### src/rtl/host_rd_credit_ctrl_if.sv
// Request handshake bundle: upstream host request (s_req_*) and
// downstream chunk request (m_req_*). The slave modport is the
// credit controller's view; master is the host/fabric side.
interface host_rd_credit_ctrl_if #(
    parameter int CTL_W = 32
);
    logic             s_req_valid;
    logic             s_req_ready;
    logic [47:0]      s_req_vaddr;
    logic [27:0]      s_req_len;
    logic [CTL_W-1:0] s_req_ctl;

    logic             m_req_valid;
    logic             m_req_ready;
    logic [47:0]      m_req_vaddr;
    logic [27:0]      m_req_len;
    logic [CTL_W-1:0] m_req_ctl;
    logic             m_req_last;

    modport slave (
        input  s_req_valid, s_req_vaddr, s_req_len, s_req_ctl, m_req_ready,
        output s_req_ready, m_req_valid, m_req_vaddr, m_req_len, m_req_ctl, m_req_last
    );

    modport master (
        output s_req_valid, s_req_vaddr, s_req_len, s_req_ctl, m_req_ready,
        input  s_req_ready, m_req_valid, m_req_vaddr, m_req_len, m_req_ctl, m_req_last
    );
endinterface

### src/rtl/host_rd_credit_ctrl.sv
// Read-request splitter with beat-credit flow control. Each host request
// is cut into chunks of at most MAX_CHUNK bytes; a chunk is only issued
// once the downstream read-data FIFO has room for all of its beats.
//
// state | meaning
// IDLE  | waiting for a host request (s_req_ready=1)
// CHECK | computing next chunk, waiting for enough credits
// ISSUE | chunk presented on m_req, waiting for m_req_ready
module host_rd_credit_ctrl #(
    parameter int FIFO_DEPTH = 512,
    parameter int BEAT_BYTES = 64,
    parameter int MAX_CHUNK  = 4096,
    parameter int CTL_W      = 32
) (
    input  logic                          aclk,
    input  logic                          areset,
    host_rd_credit_ctrl_if.slave          bus,
    input  logic                          xfer,
    output logic [$clog2(FIFO_DEPTH):0]   credits,
    output logic                          credit_err
);
    localparam int CRED_W  = $clog2(FIFO_DEPTH) + 1;
    localparam int BB_LOG2 = $clog2(BEAT_BYTES);
    localparam logic [CRED_W-1:0] DEPTH_C   = CRED_W'(FIFO_DEPTH);
    localparam logic [27:0]       MAX_C     = 28'(MAX_CHUNK);
    localparam logic [28:0]       BEAT_RND  = 29'(BEAT_BYTES - 1);

    typedef enum logic [1:0] {
        IDLE  = 2'd0,
        CHECK = 2'd1,
        ISSUE = 2'd2
    } state_t;

    state_t             state, state_next;
    logic [47:0]        cur_vaddr;
    logic [27:0]        remaining;
    logic [CTL_W-1:0]   ctl;
    logic [47:0]        m_vaddr;
    logic [27:0]        m_len;
    logic [CTL_W-1:0]   m_ctl;
    logic               m_last;

    logic [27:0]        chunk;
    logic [28:0]        beats_sum;
    logic [CRED_W-1:0]  beats;
    logic               deduct;
    logic [CRED_W:0]    cred_sum;

    // Chunk size and beat count for the next chunk of the current request.
    always_comb begin
        chunk     = (remaining > MAX_C) ? MAX_C : remaining;
        beats_sum = {1'b0, chunk} + BEAT_RND;
        beats     = CRED_W'(beats_sum >> BB_LOG2);
        deduct    = (state == CHECK) && (credits >= beats);
        // One expression so a same-cycle deduction and pop net out exactly.
        cred_sum  = {1'b0, credits} - {1'b0, (deduct ? beats : '0)} + (CRED_W+1)'(xfer);
    end

    // State register.
    always_ff @(posedge aclk) begin
        if (areset) state <= IDLE;
        else        state <= state_next;
    end

    // Next-state and handshake outputs.
    always_comb begin
        state_next      = state;
        bus.s_req_ready = 1'b0;
        bus.m_req_valid = 1'b0;
        unique case (state)
            IDLE: begin
                bus.s_req_ready = 1'b1;
                if (bus.s_req_valid)
                    state_next = (bus.s_req_len == 28'd0) ? IDLE : CHECK;
            end
            CHECK: begin
                if (deduct) state_next = ISSUE;
            end
            ISSUE: begin
                bus.m_req_valid = 1'b1;
                if (bus.m_req_ready) state_next = m_last ? IDLE : CHECK;
            end
            default: state_next = IDLE;
        endcase
    end

    // Request tracking, chunk output registers and credit pool.
    always_ff @(posedge aclk) begin
        if (areset) begin
            cur_vaddr  <= '0;
            remaining  <= '0;
            ctl        <= '0;
            m_vaddr    <= '0;
            m_len      <= '0;
            m_ctl      <= '0;
            m_last     <= 1'b0;
            credits    <= DEPTH_C;
            credit_err <= 1'b0;
        end else begin
            if (state == IDLE && bus.s_req_valid) begin
                cur_vaddr <= bus.s_req_vaddr;
                remaining <= bus.s_req_len;
                ctl       <= bus.s_req_ctl;
            end
            if (deduct) begin
                m_vaddr <= cur_vaddr;
                m_len   <= chunk;
                m_ctl   <= ctl;
                m_last  <= (remaining == chunk);
            end
            if (state == ISSUE && bus.m_req_ready) begin
                cur_vaddr <= cur_vaddr + 48'(m_len);
                remaining <= remaining - m_len;
            end
            // Only an un-deducted pop at a full pool can exceed the depth.
            if (cred_sum > {1'b0, DEPTH_C}) begin
                credits    <= DEPTH_C;
                credit_err <= 1'b1;
            end else begin
                credits <= cred_sum[CRED_W-1:0];
            end
        end
    end

    assign bus.m_req_vaddr = m_vaddr;
    assign bus.m_req_len   = m_len;
    assign bus.m_req_ctl   = m_ctl;
    assign bus.m_req_last  = m_last;
endmodule

### src/flat_wrapper.sv
// flat-port wrapper written by rule: the top's interface ports become plain ports
module host_rd_credit_ctrl_flat 
#(
    parameter int FIFO_DEPTH = 512,
    parameter int BEAT_BYTES = 64,
    parameter int MAX_CHUNK  = 4096,
    parameter int CTL_W      = 32
)
  (aclk, areset, xfer, credits, credit_err, bus_s_req_valid, bus_s_req_vaddr, bus_s_req_len, bus_s_req_ctl, bus_m_req_ready, bus_s_req_ready, bus_m_req_valid, bus_m_req_vaddr, bus_m_req_len, bus_m_req_ctl, bus_m_req_last);
  host_rd_credit_ctrl_if #(.CTL_W(CTL_W)) bus_i ();
  input  logic aclk;
  input  logic areset;
  input  logic xfer;
  output logic [$clog2(FIFO_DEPTH):0] credits;
  output logic credit_err;
  input wire logic [$bits(bus_i.s_req_valid)-1:0] bus_s_req_valid;
  input wire logic [$bits(bus_i.s_req_vaddr)-1:0] bus_s_req_vaddr;
  input wire logic [$bits(bus_i.s_req_len)-1:0] bus_s_req_len;
  input wire logic [$bits(bus_i.s_req_ctl)-1:0] bus_s_req_ctl;
  input wire logic [$bits(bus_i.m_req_ready)-1:0] bus_m_req_ready;
  output wire logic [$bits(bus_i.s_req_ready)-1:0] bus_s_req_ready;
  output wire logic [$bits(bus_i.m_req_valid)-1:0] bus_m_req_valid;
  output wire logic [$bits(bus_i.m_req_vaddr)-1:0] bus_m_req_vaddr;
  output wire logic [$bits(bus_i.m_req_len)-1:0] bus_m_req_len;
  output wire logic [$bits(bus_i.m_req_ctl)-1:0] bus_m_req_ctl;
  output wire logic [$bits(bus_i.m_req_last)-1:0] bus_m_req_last;
  assign bus_i.s_req_valid = bus_s_req_valid;
  assign bus_i.s_req_vaddr = bus_s_req_vaddr;
  assign bus_i.s_req_len = bus_s_req_len;
  assign bus_i.s_req_ctl = bus_s_req_ctl;
  assign bus_i.m_req_ready = bus_m_req_ready;
  assign bus_s_req_ready = bus_i.s_req_ready;
  assign bus_m_req_valid = bus_i.m_req_valid;
  assign bus_m_req_vaddr = bus_i.m_req_vaddr;
  assign bus_m_req_len = bus_i.m_req_len;
  assign bus_m_req_ctl = bus_i.m_req_ctl;
  assign bus_m_req_last = bus_i.m_req_last;
  host_rd_credit_ctrl #(.FIFO_DEPTH(FIFO_DEPTH), .BEAT_BYTES(BEAT_BYTES), .MAX_CHUNK(MAX_CHUNK), .CTL_W(CTL_W)) u_core (.aclk(aclk), .areset(areset), .bus(bus_i), .xfer(xfer), .credits(credits), .credit_err(credit_err));
endmodule
### config.mk
export PLATFORM = sky130hd
export DESIGN_NAME = host_rd_credit_ctrl_flat
export DESIGN_NICKNAME = d
export VERILOG_FILES = /design/src/rtl/host_rd_credit_ctrl_if.sv /design/src/rtl/host_rd_credit_ctrl.sv /design/src/flat_wrapper.sv
export SDC_FILE = /design/constraint.sdc
export NUM_CORES = 1
export LEC_CHECK = 0
export ABC_AREA = 1
export BUFFER_PORTS_ARGS = -buffer_cell sky130_fd_sc_hd__buf_2
export CORE_MARGIN = 2
export CORE_UTILIZATION = 29
export DETAILED_ROUTE_END_ITERATION = 8
export PLACE_DENSITY_LB_ADDON = 0.25
export SETUP_SLACK_MARGIN = 0.4
export SYNTH_ARGS = -nofsm -noshare
export SYNTH_HDL_FRONTEND = slang
export SYNTH_SLANG_ARGS = --single-unit
### constraint.sdc
create_clock -name aclk -period 4.8 [get_ports aclk]
set_input_delay 1.44 -clock aclk [delete_from_list [all_inputs] [get_ports aclk]]
set_output_delay 1.44 -clock aclk [all_outputs]
set_load 0.005 [all_outputs]
=== After elaboration in Yosys (flattened, before gate mapping) ===
Index checks and enable logic that the tools add are counted.

* Mux-type cells: 14
* Magnitude comparators: 3
* Reduce and logical (&&, ||, !) cells: 8
* Add/sub/neg operators: 5
* Equal/unequal tests: 6

{| class="wikitable"
|+ Operators by type and width
! cell !! number
|-
| two-way mux 48 bit || 2
|-
| two-way mux 28 bit || 3
|-
| adder 48 x 28 -> 48 bit || 1
|-
| equality test 28 bit || 1
|-
| greater-than comparator 28 x 13 -> 1 bit, second input constant || 1
|-
| zero test 28 bit || 1
|-
| subtractor 28 bit || 1
|-
| adder 16 x 6 -> 16 bit, second input constant || 1
|-
| adder 11 x 1 -> 11 bit || 1
|-
| greater-than comparator 11 x 10 -> 1 bit, second input constant || 1
|-
| subtractor 10 x 10 -> 11 bit || 1
|-
| >= comparator 10 bit || 1
|-
| two-way mux 10 bit || 1
|-
| two-way mux 2 bit || 3
|-
| case mux 2 bit (3 select lines) || 1
|-
| two-way mux 1 bit || 4
|-
| != test 2 bit, second input constant || 2
|-
| logical AND 1 bit || 3
|-
| AND reduction 3 bit || 1
|-
| equality test 2 x 1 -> 1 bit, second input constant || 1
|-
| equality test 2 bit, second input constant || 1
|-
| zero test 2 bit || 1
|-
| != test 2 x 1 -> 1 bit, second input constant || 1
|-
| nonzero test 2 bit || 1
|-
| OR reduction 2 bit || 1
|}

* Output and inout bits: 122
* Register bits after elaboration: 230
* Input bits: 113
* Word-level logic and storage cells: 46

=== Logic depth before layout (Yosys ltp) ===
* Depth in word-level cells: 10
* Gate-level depth with buffers: 37

=== Least setup slack after synthesis ===
OpenSTA, ideal clock, no wires.

* Kind: register to register
* Start: register u_core.remaining[19]
* End: register u_core.credits[5]
* Slack: 226 ps
* Stages on the path, launching flop included: 36
* Library setup time: 65 ps
* Buffers on the path: 2
* Clock period less this slack: 4574 ps
* Data required time: 4735 ps
* Arrival time: 4510 ps
* Path through: dfxtp_1 -> nor3_2 -> nand3_1 -> nor2_4 -> nand2_4 -> nor2_4 -> nand2_2 -> nor2_4 -> nand3_2 -> o21bai_2 -> nand2_1 -> ha_1 -> a21oi_1 -> o21ai_0 -> nand2_1 -> nand4_1 -> nand2_1 -> buf_2 -> buf_2 -> nor2_1 -> ha_1 -> inv_1 -> ha_1 -> fa_1 -> nand2_1 -> nand2_1 -> nand2_1 -> xor2_1 -> nand2_1 -> nor2_1 -> nand3_1 -> nor2_1 -> nand2_1 -> nand2_2 -> nand2_4 -> nor2_1

* Longest elaborated chain between the ends: 10

{| class="wikitable"
|+ Ends and longest elaborated chain
! element !! RTL line !! RTL
|-
| start: declaration || host_rd_credit_ctrl.sv:36 || <nowiki>logic [27:0] remaining;</nowiki>
|-
| start signal: assignment || host_rd_credit_ctrl.sv:102 || <nowiki>remaining <= bus.s_req_len;</nowiki>
|-
| start signal: assignment || host_rd_credit_ctrl.sv:113 || <nowiki>remaining <= remaining - m_len;</nowiki>
|-
| greater-than comparator 28 x 13 -> 1 bit * || host_rd_credit_ctrl.sv:51 || <nowiki>chunk = (remaining > MAX_C) ? MAX_C : remaining;</nowiki>
|-
| two-way mux 28 bit * || host_rd_credit_ctrl.sv:51 ||
|-
| adder 16 x 6 -> 16 bit * || host_rd_credit_ctrl.sv:52 || <nowiki>beats_sum = {1'b0, chunk} + BEAT_RND;</nowiki>
|-
| >= comparator 10 bit || host_rd_credit_ctrl.sv:54 || <nowiki>deduct = (state == CHECK) && (credits >= beats);</nowiki>
|-
| logical AND 1 bit || host_rd_credit_ctrl.sv:54 ||
|-
| two-way mux 10 bit * || host_rd_credit_ctrl.sv:56 || <nowiki>cred_sum = {1'b0, credits} - {1'b0, (deduct ? beats : '0)} + (CRED_W+1)'(xfer);</nowiki>
|-
| subtractor 10 x 10 -> 11 bit * || host_rd_credit_ctrl.sv:56 ||
|-
| adder 11 x 1 -> 11 bit * || host_rd_credit_ctrl.sv:56 ||
|-
| greater-than comparator 11 x 10 -> 1 bit || host_rd_credit_ctrl.sv:116 || <nowiki>if (cred_sum > {1'b0, DEPTH_C}) begin</nowiki>
|-
| OR reduction 2 bit (no source line) || n/a ||
|-
| end signal: assignment || host_rd_credit_ctrl.sv:120 || <nowiki>credits <= cred_sum[CRED_W-1:0];</nowiki>
|-
| end: declaration || host_rd_credit_ctrl.sv:19 || <nowiki>output logic [$clog2(FIFO_DEPTH):0] credits,</nowiki>
|}

Every way passes the cells marked *; elsewhere a longest branch is shown, timed or not.
A chain may end at the register's enable or synchronous reset.

=== Worst setup path in the final report ===
* Start: register u_core.remaining[22]
* End: register u_core.credits[9]

Same word-level chain as after synthesis.

==> impl_metrics.tcl <==
set metrics [dict create \
    drt_wl_total_um 53200 \
    die_area_sq_um 52300 \
    dr.max_layer_used "met4" \
    leakage_nw 8.71 \
    first_pass_iters 6 \
    drive_gt1_frac 0.174 \
    rsz0062_at_grt "yes" \
    min_path_type "flop to flop" \
    clk_latency_ns 0.59 \
    crit_path_end_kind "flop" \
    cp.arrival_ns 5.17 \
    gp_congestion 0.952 \
    htree_num_levels 1 \
    ys_async_sr_fraction 0 \
    synth_edf_count 0 \
    clkSlewWorstSetupHoldPaths_ns 0.06 \
    nets 2743 \
    fp.dieW_um 229 \
    vdd_drop_max_v 0.000212 \
    avgSynthCellArea_sq_um 6.38 \
    drv_slew 0 \
    antennaDiodeCount 0 \
    p_sw_frac 0.387 \
    yosysTopAreaCell "dfxtp_1" \
    cap_violations 0 \
    worst_pin_slew_ns 1.07 \
    wl_met2_um 24100 \
    syn_area_sq_um 14600 \
    crit_path_start_kind "flop" \
    vias_per_cell 4.80 \
    min_delay_path_depth 2 \
    ys_seq_elements 230 \
    clockPowerShare 0.285 \
    drc 0 \
    clockBufferDepth 3 \
    min_to "u_core.credit_err" \
    utilization 0.363 \
    max_stage_delay_ns 0.35 \
    grt_pass1_wl_um 82100 \
    placed_cells_incl_taps 3144 \
    path_max_fanout 6 \
    rrSetupSlack_ns 0.09 \
    fin_crit_ns 4.71 \
    r2r_cells 33 \
    yosys_warnings 0 \
    status "finished, final reports clean" \
    final_cell_count_no_fill 3235 \
    crit_buf_inv 2 \
    seq_area_frac_synth 0.315 \
    syn-instance-count 2294 \
    portBuffers 234 \
    slowest_stage "fa_2" \
    antenna_found_initial 0 \
    criticalPathCategory "flop to flop" \
    period_share 0.982 \
    drt_iter0_drc 1070 \
    area_growth_pct 23.8 \
    crit_required_ns 5.26 \
    rr_endpoint "u_core.credits[9]" \
    relSlewSlack 0.283 \
    pwr-share-comb 0.404 \
    yosys-top-cells-area "dfxtp_1 31%, nand2_1 14%, nor2_1 8.3%, inv_1 7.4%, ha_1 7.3%" \
    initial_core_util 0.293 \
    core-area_sq_um 50000 \
    cts_root_buf "clkbuf_16" \
    overflow 0 \
    grt_pass1_vias 14700 \
    fin_skew_ns 0.0464 \
    dp_hpwl_um 41100 \
    ys_top_cells_by_count "545 x nand2_1, 325 x nor2_1, 287 x inv_1" \
    hp-start "u_core.credit_err" \
    hold_slack_ns 0.461 \
    io_pins 235 \
    grt_usage 0.196 \
    dieHeight_um 229 \
    avgRoutedWirePerCell_um 16.5 \
    synth_cell_type_count 47 \
    numCtsBuffers 28 \
    wl_met3_um 2820 \
    vias 15500 \
    cts.sink_count 230 \
    fmax_mhz 212 \
    power.internal_mw 4.86 \
    yosysTopAreaCellShare 0.315 \
    crit_family "simple AND/OR/NAND/NOR gates" \
    reg2reg_from "u_core.remaining[22]" \
    p_seq_frac 0.311 \
    rows 82 \
    m1WireLength_um 24900 \
    synthFlopType "dfxtp_1" \
    p_sw_mw 3.07 \
    grt_max_degree 92 \
    critPathMostFrequentCell "nand2_1" \
    setup_viol 0 \
    antenna_left 0 \
    cts_tree "done" \
    hold_viol_final 0 \
    cellPowerDensity_nw_per_um2 438 \
    yosysMostFrequentCell "nand2_1" \
]
## repair_timing
item | CTS | global route
hold buffers | 0 | 0
setup endpoints to repair | 11 | 68
gates resized for setup | 19 | 60
buffers inserted | 33 | 7
pin swaps | 10 | 30
## stage by stage
stage | setup WS, ns | setup TNS [ns] | total power, mW | area (sq um)
floorplan | 0.411 | 0 | 4.46 | 14700
global placement | 0.0302 | 0 | 5.34 | 16500
detailed placement | -0.111 | -0.892 | 5.36 | 16500
CTS | 0.0993 | 0 | 7.83 | 17800
global route | -0.216 | -2.18 | 8.52 | 18100
finish | 0.0885 | 0 | 7.93 | 18100
## per-layer routing
layer  global-route usage  vias to the layer above
met4               0.0566                        0
met1                0.268                     7178
li1                     -                     7880
met3               0.0247                       68
met5                    0                        -
met2                0.324                      406
## worst register-to-register path: cells and delay by family, from the launching register on
family | cells | cell delay, ns
and+or+nand+nor | 23 | 2.60
adders and majority gates | 4 | 1.02
AOI/OAI and AO/OA | 3 | 0.35
DFF | 1 | 0.32
xor gates and xnor gates | 1 | 0.19
buffers and inverters | 2 | 0.17
## state kept, by name (all words and copies together) (netlist names)
| signal | flops |
|---|---|
| u_core.bus.m_req_ctl | 32 |
| u_core.cur_vaddr | 48 |
| u_core.credit_err | 1 |
| u_core.credits | 10 |
| u_core.remaining | 28 |
| u_core.ctl | 32 |
| u_core.bus.m_req_last | 1 |
| u_core.bus.m_req_len | 28 |
| u_core.bus.m_req_vaddr | 48 |
| u_core.state | 2 |
## power groups by stage
stage	clock [mW]	sequential (mW)	combinational, mW
finish	2.26	2.47	3.20
global route	2.40	2.50	3.61
CTS	2.33	2.46	3.04
detailed placement	0	2.50	2.87
global placement	0	2.49	2.86
floorplan	0	2.44	2.02
## logic make-up after synthesis
family,count (synthesis),share of synthesized area
adders and majority gates,88,0.0768
other,1,0.000256
AOI/OAI and AO/OA,446,0.166
and+or+nand+nor,1108,0.317
buffers and inverters,382,0.102
DFF,230,0.315
xor gates and xnor gates,39,0.0233
## worst max path at each step
stage                                     from                end  slack (ns)  cells after the start
after floorplan           u_core.remaining[19]  u_core.credits[5]        0.41                     34
after global placement    u_core.remaining[19]  u_core.credits[6]        0.03                     32
after detailed placement  u_core.remaining[27]  u_core.credits[5]       -0.11                     32
after CTS                 u_core.remaining[21]  u_core.credits[0]         0.1                     33
after global routing      u_core.remaining[27]  u_core.credits[8]       -0.22                     32
final                     u_core.remaining[22]  u_core.credits[9]        0.09                     33
## cells in the final DEF (no fill, tap or decap), drive strengths merged, types with 2 or more instances in the layout
cell    netlist  layout
nand2       558     558
nor2        348     348
inv         298     296
buf          40     296
dfxtp       230     230
a21oi       186     186
o21ai       183     183
nand3       125     125
ha           85      85
clkbuf       43      45
nor3         34      34
xor2         32      32
nand4        26      26
o21bai       24      24
o21a         18      18
nand3b        9       9
xnor2         7       7
a31oi         7       7
a211oi        6       6
conb          1       6
clkinv        1       6
o211ai        5       5
a22o          5       5
nor4          5       5
a21o          3       3
a221oi        3       3
bufinv        0       3
fa            3       3
and2          2       2
o221ai        2       2
a21boi        2       2
## cell type report
class,instances,area (sq um)
Fill cell,5434,31800
Multi-Input combinational cell,1687,8820
Sequential cell,230,4610
Timing Repair Buffer,296,1730
Inverter,299,1130
Clock buffer,45,865
Tap cell,672,841
Clock inverter,6,130
(Power assumes the default switching activity.)
